### src/rtl/fpu_pkg.sv
// Shared opcode encodings, default latencies and FSM state type for the
// FPU issue/response controller.
package fpu_pkg;

    localparam int unsigned OP_W = 5;

    localparam logic [OP_W-1:0] FOP_ADD      = 5'd0;
    localparam logic [OP_W-1:0] FOP_SUB      = 5'd1;
    localparam logic [OP_W-1:0] FOP_MUL      = 5'd2;
    localparam logic [OP_W-1:0] FOP_DIV      = 5'd3;
    localparam logic [OP_W-1:0] FOP_SQRT     = 5'd4;
    localparam logic [OP_W-1:0] FOP_FMADD    = 5'd5;
    localparam logic [OP_W-1:0] FOP_FMSUB    = 5'd6;
    localparam logic [OP_W-1:0] FOP_FNMSUB   = 5'd7;
    localparam logic [OP_W-1:0] FOP_FNMADD   = 5'd8;
    localparam logic [OP_W-1:0] FOP_FSGNJ    = 5'd11;
    localparam logic [OP_W-1:0] FOP_FSGNJN   = 5'd12;
    localparam logic [OP_W-1:0] FOP_FSGNJX   = 5'd13;
    localparam logic [OP_W-1:0] FOP_FEQ      = 5'd14;
    localparam logic [OP_W-1:0] FOP_FLT      = 5'd15;
    localparam logic [OP_W-1:0] FOP_FLE      = 5'd16;
    localparam logic [OP_W-1:0] FOP_FCVT_WS  = 5'd19;
    localparam logic [OP_W-1:0] FOP_FCVT_WUS = 5'd20;
    localparam logic [OP_W-1:0] FOP_FCVT_SW  = 5'd21;
    localparam logic [OP_W-1:0] FOP_FCVT_SWU = 5'd22;
    localparam logic [OP_W-1:0] FOP_FMV_XW   = 5'd23;
    localparam logic [OP_W-1:0] FOP_FMIN     = 5'd24;
    localparam logic [OP_W-1:0] FOP_FMAX     = 5'd25;

    localparam int unsigned LAT_ADD_DEF  = 2;
    localparam int unsigned LAT_MUL_DEF  = 3;
    localparam int unsigned LAT_FMA_DEF  = 4;
    localparam int unsigned LAT_DIV_DEF  = 12;
    localparam int unsigned LAT_CVT_DEF  = 2;
    localparam int unsigned LAT_MISC_DEF = 1;

    typedef enum logic [1:0] {
        ST_IDLE = 2'd0,
        ST_EXEC = 2'd1,
        ST_RESP = 2'd2
    } issue_state_e;

    // Largest latency class; illegal opcodes always take one cycle.
    function automatic int unsigned max_lat(input int unsigned a, input int unsigned b,
                                            input int unsigned c, input int unsigned d,
                                            input int unsigned e, input int unsigned f);
        int unsigned m;
        m = 1;
        if (a > m) m = a;
        if (b > m) m = b;
        if (c > m) m = c;
        if (d > m) m = d;
        if (e > m) m = e;
        if (f > m) m = f;
        return m;
    endfunction

endpackage

### src/rtl/fpu_lat_lut.sv
// Opcode to multicycle-window lookup; unsupported encodings flag illegal
// and take a single cycle.
module fpu_lat_lut
    import fpu_pkg::*;
#(
    parameter int unsigned LAT_ADD  = LAT_ADD_DEF,
    parameter int unsigned LAT_MUL  = LAT_MUL_DEF,
    parameter int unsigned LAT_FMA  = LAT_FMA_DEF,
    parameter int unsigned LAT_DIV  = LAT_DIV_DEF,
    parameter int unsigned LAT_CVT  = LAT_CVT_DEF,
    parameter int unsigned LAT_MISC = LAT_MISC_DEF,
    parameter int unsigned LAT_W    = 5
) (
    input  logic [OP_W-1:0]  op,
    output logic [LAT_W-1:0] lat_c,
    output logic             illegal_c
);

    always_comb begin
        lat_c     = LAT_W'(1);
        illegal_c = 1'b0;
        case (op)
            FOP_ADD, FOP_SUB:                       lat_c = LAT_W'(LAT_ADD);
            FOP_MUL:                                lat_c = LAT_W'(LAT_MUL);
            FOP_DIV, FOP_SQRT:                      lat_c = LAT_W'(LAT_DIV);
            FOP_FMADD, FOP_FMSUB,
            FOP_FNMSUB, FOP_FNMADD:                 lat_c = LAT_W'(LAT_FMA);
            FOP_FCVT_WS, FOP_FCVT_WUS,
            FOP_FCVT_SW, FOP_FCVT_SWU:              lat_c = LAT_W'(LAT_CVT);
            FOP_FSGNJ, FOP_FSGNJN, FOP_FSGNJX,
            FOP_FEQ, FOP_FLT, FOP_FLE,
            FOP_FMV_XW, FOP_FMIN, FOP_FMAX:         lat_c = LAT_W'(LAT_MISC);
            default: begin
                lat_c     = LAT_W'(1);
                illegal_c = 1'b1;
            end
        endcase
    end

endmodule

### src/rtl/fpu_issue_ctrl.sv
// Requester-side issue/response controller: holds operands on the
// combinational FPU for the opcode's window, then offers the result on the CDB.
module fpu_issue_ctrl
    import fpu_pkg::*;
#(
    parameter int unsigned TAG_W    = 6,
    parameter int unsigned LAT_ADD  = LAT_ADD_DEF,
    parameter int unsigned LAT_MUL  = LAT_MUL_DEF,
    parameter int unsigned LAT_FMA  = LAT_FMA_DEF,
    parameter int unsigned LAT_DIV  = LAT_DIV_DEF,
    parameter int unsigned LAT_CVT  = LAT_CVT_DEF,
    parameter int unsigned LAT_MISC = LAT_MISC_DEF
) (
    input  logic             clk,
    input  logic             rst,
    input  logic             flush,
    input  logic             in_valid,
    output logic             in_ready,
    input  logic [4:0]       in_op,
    input  logic [31:0]      in_a,
    input  logic [31:0]      in_b,
    input  logic [31:0]      in_c,
    input  logic [TAG_W-1:0] in_tag,
    input  logic             in_rd_int,
    output logic [31:0]      fpu_a,
    output logic [31:0]      fpu_b,
    output logic [31:0]      fpu_c,
    output logic [4:0]       fpu_op,
    input  logic [31:0]      fpu_result,
    output logic             cdb_valid,
    input  logic             cdb_ready,
    output logic [TAG_W-1:0] cdb_tag,
    output logic [31:0]      cdb_data,
    output logic             cdb_int,
    output logic             cdb_illegal
);

    localparam int unsigned LAT_MAX = max_lat(LAT_ADD, LAT_MUL, LAT_FMA, LAT_DIV, LAT_CVT, LAT_MISC);
    localparam int unsigned CNT_W   = $clog2(LAT_MAX) + 1;

    issue_state_e     state;
    logic [CNT_W-1:0] cnt;
    logic [CNT_W-1:0] lat_c;
    logic [CNT_W-1:0] cnt_init_c;
    logic             illegal_c;
    logic             accept_c;

    fpu_lat_lut #(
        .LAT_ADD  (LAT_ADD),
        .LAT_MUL  (LAT_MUL),
        .LAT_FMA  (LAT_FMA),
        .LAT_DIV  (LAT_DIV),
        .LAT_CVT  (LAT_CVT),
        .LAT_MISC (LAT_MISC),
        .LAT_W    (CNT_W)
    ) u_lat_lut (
        .op        (in_op),
        .lat_c     (lat_c),
        .illegal_c (illegal_c)
    );

    // A zero latency parameter would otherwise wrap the down-counter.
    assign cnt_init_c = (lat_c == '0) ? '0 : lat_c - CNT_W'(1);

    // Ready in IDLE, or in RESP when the current result leaves this cycle.
    assign in_ready = !rst && !flush &&
                      ((state == ST_IDLE) || ((state == ST_RESP) && cdb_ready));
    assign accept_c = in_valid && in_ready;

    always_ff @(posedge clk) begin
        if (rst) begin
            state       <= ST_IDLE;
            cnt         <= '0;
            fpu_a       <= '0;
            fpu_b       <= '0;
            fpu_c       <= '0;
            fpu_op      <= '0;
            cdb_valid   <= 1'b0;
            cdb_tag     <= '0;
            cdb_data    <= '0;
            cdb_int     <= 1'b0;
            cdb_illegal <= 1'b0;
        end else if (flush) begin
            state     <= ST_IDLE;
            cnt       <= '0;
            cdb_valid <= 1'b0;
        end else begin
            case (state)
                ST_IDLE: ;
                ST_EXEC: begin
                    if (cnt == '0) begin
                        cdb_data  <= cdb_illegal ? 32'd0 : fpu_result;
                        cdb_valid <= 1'b1;
                        state     <= ST_RESP;
                    end else begin
                        cnt <= cnt - CNT_W'(1);
                    end
                end
                ST_RESP: begin
                    if (cdb_ready) begin
                        cdb_valid <= 1'b0;
                        state     <= ST_IDLE;
                    end
                end
                default: state <= ST_IDLE;
            endcase

            // Accept overrides the RESP exit so back-to-back issue goes straight to EXEC.
            if (accept_c) begin
                fpu_a       <= in_a;
                fpu_b       <= in_b;
                fpu_c       <= in_c;
                fpu_op      <= in_op;
                cdb_tag     <= in_tag;
                cdb_int     <= in_rd_int;
                cdb_illegal <= illegal_c;
                cnt         <= cnt_init_c;
                cdb_valid   <= 1'b0;
                state       <= ST_EXEC;
            end
        end
    end

endmodule
### config.mk
export PLATFORM = sky130hd
export DESIGN_NAME = fpu_issue_ctrl
export DESIGN_NICKNAME = d
export VERILOG_FILES = /design/src/rtl/fpu_pkg.sv /design/src/rtl/fpu_lat_lut.sv /design/src/rtl/fpu_issue_ctrl.sv
export SDC_FILE = /design/constraint.sdc
export NUM_CORES = 1
export LEC_CHECK = 0
export BUFFER_PORTS_ARGS = -buffer_cell sky130_fd_sc_hd__buf_4
export CORE_MARGIN = 8
export CORE_UTILIZATION = 49
export DETAILED_ROUTE_END_ITERATION = 10
export PLACE_DENSITY = 0.92
export RECOVER_POWER = 50
export REMOVE_ABC_BUFFERS = 1
export SETUP_SLACK_MARGIN = 0.1
export SYNTH_ARGS = -nofsm -noshare
export SYNTH_HDL_FRONTEND = slang
export SYNTH_SLANG_ARGS = --single-unit
### constraint.sdc
create_clock -name clk -period 3.3 [get_ports clk]
set_input_delay 0.33 -clock clk [delete_from_list [all_inputs] [get_ports clk]]
set_output_delay 0.33 -clock clk [all_outputs]
set_load 0.01 [all_outputs]
# Word level (Yosys, flattened, before mapping)

Index checks and enable logic that the tools add are counted.

Input bits: 145
Memory bits (read-only): 0
Latch bits: 0
Output and inout bits: 143
Memories: 0
Bits in registers: 149
Word-level logic and storage cells: 84
RAM bits: 0

Multiplexer cells: 14
Add/sub/neg operators: 2
Shift operators: 0
$mul: 0
Reduce and logical (&&, ||, !) cells: 25
Magnitude comparators: 0
Div/mod/pow operators: 0
Eq/ne operators: 29
Bitwise logic cells: 2

Operator list:

| cell                | number |
|---|---|
| $eq 5x5->1 const B  | 8 |
| $mux 32             | 1 |
| $eq 5x4->1 const B  | 6 |
| $reduce_or 22->1    | 1 |
| $eq 5x3->1 const B  | 4 |
| $mux 5              | 4 |
| $pmux 4 s4          | 1 |
| $logic_not 5->1     | 3 |
| $reduce_and 3->1    | 4 |
| $eq 5x2->1 const B  | 2 |
| $sub 5x1->5 const B | 2 |
| $ne 2x2->1 const B  | 4 |
| $ne 3x3->1 const B  | 2 |
| $pmux 2 s3          | 1 |
| $reduce_or 6->1     | 1 |
| $eq 5x1->1 const B  | 1 |
| $logic_and 1x1->1   | 4 |
| $mux 1              | 4 |
| $mux 2              | 2 |
| $reduce_and 2->1    | 2 |
| $reduce_bool 2->1   | 2 |
| $reduce_or 2->1     | 2 |
| $reduce_or 4->1     | 1 |
| $reduce_or 3->1     | 1 |
| other kinds (7)     | 9 |

# Depth between registers and ports, before layout

Gate-level depths: netlist of run 1.

Depth after elaboration: 7
Mapped depth: 9
Mapped depth without buffers: 6

# By module

From an unflattened synthesis of run 1, not the netlist that was laid out.

Cell total of the unflattened synthesis: 712
Area, all modules: 5630.4 um^2

By module, submodules not included:

| module         | cells an instance | area an instance (um^2) | instances | seq. area each (um^2) |
|---|---|---|---|---|
| fpu_issue_ctrl | 684               | 5474.0                  | 1         | 2982.9 |
| fpu_lat_lut    | 28                | 156.4                   | 1         | 0.0 |

# Worst setup path before layout of run 1

Ideal clock, no wire load.

Path type: register -> register
Start: register cnt[0]
End: register cdb_data[10]
Arrival time: 1816 ps
Cell stages (with the launch flop): 10
Clock period less this slack: 1948 ps
Data required time: 3168 ps
Library setup time: 132 ps
Setup slack: 1352 ps
Cell sequence: dfxtp_1 -> inv_1 -> ha_1 -> or4b_4 -> buf_6 -> or3_1 -> buf_6 -> buf_6 -> nand2_1 -> a21oi_1

Word-level cells in the longest chain between the ends: 2

RTL lines:

| element                    | RTL line              | RTL |
|---|---|---|
| start: declaration         | fpu_issue_ctrl.sv:42  | `logic [CNT_W-1:0] cnt;` |
| start signal: assignment   | fpu_issue_ctrl.sv:96  | `cnt <= cnt - CNT_W'(1);` |
| start signal: assignment   | fpu_issue_ctrl.sv:117 | `cnt <= cnt_init_c;` |
| $logic_not 5->1            | fpu_issue_ctrl.sv:91  | `if (cnt == '0) begin` |
| $reduce_and 3->1 (no line) | -                     |  |
| end signal: assignment     | fpu_issue_ctrl.sv:92  | `cdb_data <= cdb_illegal ? 32'd0 : fpu_result;` |
| end: declaration           | fpu_issue_ctrl.sv:33  | `output logic [31:0] cdb_data,` |

No other way between the ends.
A chain may end at the register's enable or synchronous reset.

# Final worst setup path of run 1

Start: register cnt[0]
End: register cdb_data[27]

Same word-level chain as after synthesis.

==> impl_metrics.toml, run 1 <==
[status]
status = "completed"

[critical_path]
arrival_ns = 2.77
start_kind = "register"
worstSetupEndpointType = "register"
worstPathMaxFanout = 32
cp_top_family = "simple AND/OR/NAND/NOR gates"
slowest_stage = "or3_1"
worst-path-buf-inv = 1
critPathKind = "reg2reg"
crit_path_max_incr_delay_ns = 0.84
path_cells = "inv_1, ha_1, or4b_1, or3_1, nand2_1, a21oi_1"
crit_required_ns = 3.55

[global_route]
grt_pass1_vias = 5685
antenna_found_initial = 0
grt_first_pass_wirelength_um = 27590
grt_max_degree = 90
overflow = 0
track_usage_pct = 23.32

[sta]
skew_ns = 0.005370
final_hold_viol_count = 0
slew_headroom_pct = 30.83
timing.final.crit_share_pct = 76.30
whs_ns = 0.1573
min_period_ns = 2.518
grt_setup_unrepaired = "no"
tightest_slew_ns = 1.038
drv_slew = 0
setup_viol = 0
fmax_mhz = 397.2
setup_ws_ns = 0.7822

[synth]
synth_cell_types = 34
synth-seq-cells = 149
synth-edff-count = 0
ys_warn_count = 0
synth_area_um2 = 5554
async_flop_share_pct = 0
yosysSeqAreaShare_pct = 53.71
syn_area_per_cell_um2 = 8.015
synth_flop_cell = "dfxtp_1"
syn_inst = 693
synth_compound_area_share_pct = 14.67
synth-xor-area-share_pct = 0.4731
synthMuxAreaShare_pct = 0.1802
synth_top_family_by_area = "simple AND/OR/NAND/NOR gates"
synth-simple-area-share_pct = 25.48
synthAdderAreaFrac_pct = 0.4506

[clock_network]
cts_tree = "yes"
clk_latency_ns = 0.42
postCtsHoldBufs = 0
clk_pin_slew_worst_paths_ns = 0.06
root_buffer = "clkbuf_16"
cts_buffer_depth = 2
cts_resized = 0
cts_setup_buffers = 0
clock-sinks = 149
cts.htree.levels = 4
cts_buffers = 17

[pwr]
sw_frac_of_total_pct = 23.01
power.switching_uw = 930.4
fin_total_pwr_mw = 4.044
clkPwrFrac_pct = 44.5
pwr-share-comb_pct = 9.1
powerDensity_nw_per_um2 = 523.5
p_int_mw = 3.113
ir_drop_v = 0.0003976
p_leak_nw = 2.891
p_seq_share_pct = 46.4

[floorplan]
core_um2 = 11220
die_h_um = 122.5
initial_core_util_pct = 49.49
die-area_um2 = 15000
num_rows = 39
io_pins = 288
die_w_um = 122.5

[placement]
dp_cells = 1074
port_buffers = 287
hpwl_um = 12950
dp_slack_ns = 0.9252
globalplace.congestion = 0.8130

[cells_and_area]
final_util_pct = 68.83
finalNetCount = 1097
drive_above_1_share_pct = 19.42
antenna_cells = 0
syn_to_final_growth_pct = 39.09
layout.cells.non_filler = 1106
n_fill_cell = 992

[run]
maxCapViolCount = 0

[hold_path]
min_path_type = "in2reg"

[route]
vias = 5697
wirelength_um = 18460
antenna_left = 0
drt_pre_antenna_iters = 7
wire_per_inst_um = 16.69
dr.first_iter.drc_count = 499
drc = 0
routed_via_density = 5.151
routing by layer:
layer	vias to the layer above	share of wire (%)	GRT usage (%)
met1	2631	36	23.28
met2	236	50	40.72
met3	40	11	10.53
met4	0	3.0	11.20
met5	-	0	0
li1	2790	-	-
worst reg2reg max path: stages (launching register included):
cell and delay (ns):
dfxtp_1 0.31, inv_1 0.11, ha_1 0.15, or4b_1 0.62, or3_1 0.84, nand2_1 0.24, a21oi_1 0.09
final timing paths:
| check | from | end | slack, ns | cells past startpoint |
|---|---|---|---|---|
| min | in_a[23] | fpu_a[23]$_SDFFE_PP0P_ | 0.16 | 3 |
| max reg2reg | cnt[0]$_SDFFE_PP0P_ | cdb_data[27]$_SDFFE_PP0P_ | 0.78 | 6 |
| min reg2reg | cdb_data[22]$_SDFFE_PP0P_ | cdb_data[22]$_SDFFE_PP0P_ | 0.45 | 2 |
| max | cnt[0]$_SDFFE_PP0P_ | cdb_data[27]$_SDFFE_PP0P_ | 0.78 | 6 |
registers in the layout, summed over array words and instances, names as in the netlist:
signal / count
cdb_valid: 1
state: 2
cnt: 5
cdb_data: 32
fpu_op: 5
cdb_illegal: 1
cdb_int: 1
fpu_a: 32
fpu_b: 32
fpu_c: 32
cdb_tag: 6
Yosys cell counts, types with 3 or more instances:
cell | n | area [um^2]
nand2b_1 | 3 | 18.77
buf_6 | 5 | 56.30
a21oi_1 | 145 | 725.7
inv_1 | 3 | 11.26
nand2_1 | 254 | 953.4
nor2b_1 | 3 | 18.77
buf_2 | 14 | 70.07
clkbuf_1 | 38 | 142.6
nand3b_1 | 34 | 255.2
nor2_1 | 10 | 37.54
o21ai_0 | 6 | 30.03
dfxtp_1 | 149 | 2983
final cells by class:
type                       count  area [um^2]  area share (%)
timing repair buffer         295         1710           22.14
clock buffer                  22        474.2           6.139
inverter                       3        11.26          0.1458
multi-input combinational    484         2287           29.61
sequential                   149         2983           38.61
tap                          143        178.9           2.316
clock inverter                10        80.08           1.037
placed cells by master, fill, tap and decap left out, types with 2 or more instances in the layout:
| cell | n |
|---|---|
| a31oi_1 | 2 |
| clkbuf_16 | 17 |
| clkinvlp_4 | 2 |
| nor2_1 | 10 |
| o22ai_1 | 2 |
| nor4_1 | 2 |
| xor2_1 | 2 |
| clkbuf_1 | 143 |
| ha_1 | 2 |
| nor3_1 | 2 |
| nor2b_1 | 3 |
| nand2_1 | 254 |
| buf_12 | 2 |
| nand3b_1 | 34 |
| nand2b_1 | 3 |
| buf_4 | 152 |
| dfxtp_1 | 149 |
| nand3_1 | 2 |
| inv_1 | 3 |
| a21oi_1 | 145 |
| clkinv_2 | 7 |
| clkbuf_8 | 3 |
| o21ai_0 | 6 |
cell families after synthesis:
family / count (synthesis)
AND/OR/NAND/NOR: 319
AO/OA/AOI/OAI: 159
flip-flops: 149
buffers and inverters: 60
XOR/XNOR: 3
adder cells (fa/ha/maj): 2
multiplexers: 1
power by group through the flow:
stage	Combinational [mW]	Clock (mW)	Sequential, mW
floorplan	0.104	0	1.93
global placement	0.397	0	1.91
detailed placement	0.403	0	1.92
CTS	0.408	1.83	1.88
global route	0.402	1.92	1.88
finish	0.368	1.80	1.88
metrics by stage:
| stage | setup TNS (ns) | instance area [um^2] |
|---|---|---|
| global route | 0 | 7725 |
| CTS | 0 | 8258 |
| finish | 0 | 7725 |
| global placement | 0 | 7704 |
| floorplan | -34.94 | 5285 |
| detailed placement | 0 | 7704 |
Power figures use the tool's default switching activity.
==> run 2: changes to the inputs <==
Settings changed: ABC_AREA from default to 1, CORE_UTILIZATION 49 to 45, PLACE_DENSITY 0.92 to 0.86.
Clock period 3.3 ns to 2.5 ns, I/O delays scaled along.
==> run 2 against run 1 <==
Via count shrank 0.47%. Global-route usage shrank 0.84 points. Core utilization shrank 4.3 points. Setup slack lost 0.092 ns. Worst hold slack lost 0.083 ns. Total power grew 40%. Highest routed layer unchanged. Clock power grew 39%. Die area grew 7.2%. Synthesized cell count grew 4.0%. First-iteration DRC count shrank 16%. Sequential share of layout area shrank 0.15 points. Cell count grew 3.7%.
==> impl_metrics.toml, run 2 <==
[status]
status = "completed"

[global_route]
grt_pass1_vias = 5577
antenna_found_initial = 0
grt_max_degree = 113
track_usage_pct = 22.48
overflow = 0
grt_first_pass_wirelength_um = 28790

[sta]
skew_ns = 0.007582
final_hold_viol_count = 0
tightest_slew_ns = 0.9136
min_period_ns = 1.810
grt_setup_unrepaired = "no"
drv_slew = 0
timing.final.crit_share_pct = 72.39
setup_viol = 0
fmax_mhz = 552.5
slew_headroom_pct = 39.10

[route]
routed_via_density = 4.943
drc = 0
dr.first_iter.drc_count = 420
wirelength_um = 18550
wire_per_inst_um = 16.17
drt_pre_antenna_iters = 5
vias = 5670
antenna_left = 0

[synth]
synth_flop_cell = "dfxtp_1"
synth.top_cell.area_share_pct = 54.00
ys_top_cells_by_area = "dfxtp_1 54%, nor2_1 18%, o21ai_0 8.7%"
synth_area_um2 = 5524
synth_commonest_cells = "261 x nor2_1, 149 x dfxtp_1, 96 x o21ai_0"
syn_inst = 721
async_flop_share_pct = 0
syn_area_per_cell_um2 = 7.662
yosysSeqAreaShare_pct = 54.00
synth_cell_types = 23
yosys.cell_count.top_type = "nor2_1"
yosysTopAreaCell = "dfxtp_1"
synth-seq-cells = 149
synth-edff-count = 0
ys_warn_count = 0

[cells_and_area]
antenna_cells = 0
drive_above_1_share_pct = 18.70
final_util_pct = 64.56
fin_area_um2 = 7755
final_cell_mix = "261 x nor2_1, 150 x buf_4, 149 x dfxtp_1"
n_fill_cell = 1146
finalNetCount = 1134
syn_to_final_growth_pct = 40.39
layout_commonest_cell = "nor2_1"

[critical_path]
crit_path_max_incr_delay_ns = 0.37
cp_top_family = "buffers and inverters"
critPathKind = "reg2reg"
crit_required_ns = 2.84
worstPathMaxFanout = 40
worstSetupEndpointType = "register"
path_cells = "inv_1, nor2_1, nor3_1, nand2_4, clkinv_2, buf_12, o21ai_0, a21oi_1"
arrival_ns = 2.15
slowest_stage = "clkinv_2"
worst-path-buf-inv = 3
start_kind = "register"

[pwr]
p_seq_share_pct = 44.7
p_leak_nw = 3.232
pwr-share-comb_pct = 11.0
power.switching_mw = 1.323
sw_frac_of_total_pct = 23.39
powerDensity_nw_per_um2 = 729.2
clkPwrFrac_pct = 44.3
p_int_mw = 4.332
ir_drop_v = 0.0005112

[placement]
port_buffers = 287
globalplace.congestion = 0.8352
dpl-instance-area_um2 = 7710
hpwl_um = 13140

[clock_network]
clk_latency_ns = 0.41
cts_resized = 0
cts_buffer_depth = 2
root_buffer = "clkbuf_16"
postCtsHoldBufs = 0
cts_buffers = 17
clk_pin_slew_worst_paths_ns = 0.06
cts_tree = "yes"
cts_setup_buffers = 0
cts.htree.levels = 4
clock-sinks = 149

[floorplan]
core_um2 = 12010
die_h_um = 126.8
initial_core_util_pct = 45.99
io_pins = 288
die-area_um2 = 16080
num_rows = 40
die_w_um = 126.8

[run]
maxCapViolCount = 0

[hold_path]
min_path_type = "in2reg"
[run 2: changes by cell type after synthesis, sizes merged, moves of 9 or more]
cell	previous run	this run
o21ai	6	114
nor2	10	261
a21oi	145	41
nand3b	34	0
nor3	3	34
nand3	2	17
clkbuf	38	29
inv	3	20
nand2	254	27
[run 2: path summary, 6_finish.rpt]
| kind | from | to | slack (ns) | depth (start not counted) |
|---|---|---|---|---|
| setup / recovery | state[1]$_SDFFE_PP0P_ | fpu_op[3]$_SDFFE_PP0P_ | 0.69 | 8 |
| hold / removal | in_a[7] | fpu_a[7]$_SDFFE_PP0P_ | 0.07 | 3 |
| setup reg to reg | state[1]$_SDFFE_PP0P_ | fpu_op[3]$_SDFFE_PP0P_ | 0.69 | 8 |
| hold reg to reg | cdb_valid$_SDFFE_PP0P_ | cdb_valid$_SDFFE_PP0P_ | 0.47 | 2 |
[run 2: tightest hold or removal path, cell delays in order]
cell,delay [ns]
buf_4,0.07
o21ai_1,0.05
nor2_1,0.07
[run 2: final cells by class]
class / instances / area [um^2] / area share, %
Clock inverter: 8 / 97.59 / 1.258
Multi-Input combinational cell: 501 / 2187 / 28.20
Clock buffer: 24 / 491.7 / 6.341
Sequential cell: 149 / 2983 / 38.46
Inverter: 23 / 92.59 / 1.194
Tap cell: 147 / 183.9 / 2.372
Timing Repair Buffer: 295 / 1719 / 22.17
[run 2: through the flow]
stage	std cells	setup TNS, ns	power [mW]	setup slack, ns	hold WS (ns)
2_1_floorplan	673	-84.09	2.851	-0.9190	0.3285
3_3_place_gp	1115	0	3.263	0.7547	0.4579
3_5_place_dp	1115	0	3.279	0.7442	0.4647
4_1_cts	1147	0	5.776	0.7015	0.06159
5_1_grt	1147	0	5.883	0.4796	0.07163
6_report	1147	0	5.655	0.6902	0.07437
[run 2: power by group through the flow]
stage               logic [mW]  clock network, mW  registers, mW
global placement         0.687                  0           2.58
floorplan                0.228                  0           2.62
finish                   0.624               2.50           2.53
detailed placement       0.699                  0           2.58
global route             0.689               2.66           2.54
CTS                      0.706               2.54           2.53
[run 2: metal layers]
metal	global-route usage (%)	routed length, um	up-vias
met5	0	0	-
met4	10.08	653	0
met3	7.541	1280	37
met2	40.44	9612	198
met1	23.28	7004	2570
li1	-	-	2865
[run 2: kinds of logic after synthesis]
| group | share of synthesized area [%] |
|---|---|
| flip-flops | 54.00 |
| buffers and inverters | 6.297 |
| AO/OA/AOI/OAI | 14.45 |
| AND/OR/NAND/NOR | 24.48 |
| XOR/XNOR | 0.3172 |
| adder cells (fa/ha/maj) | 0.4529 |
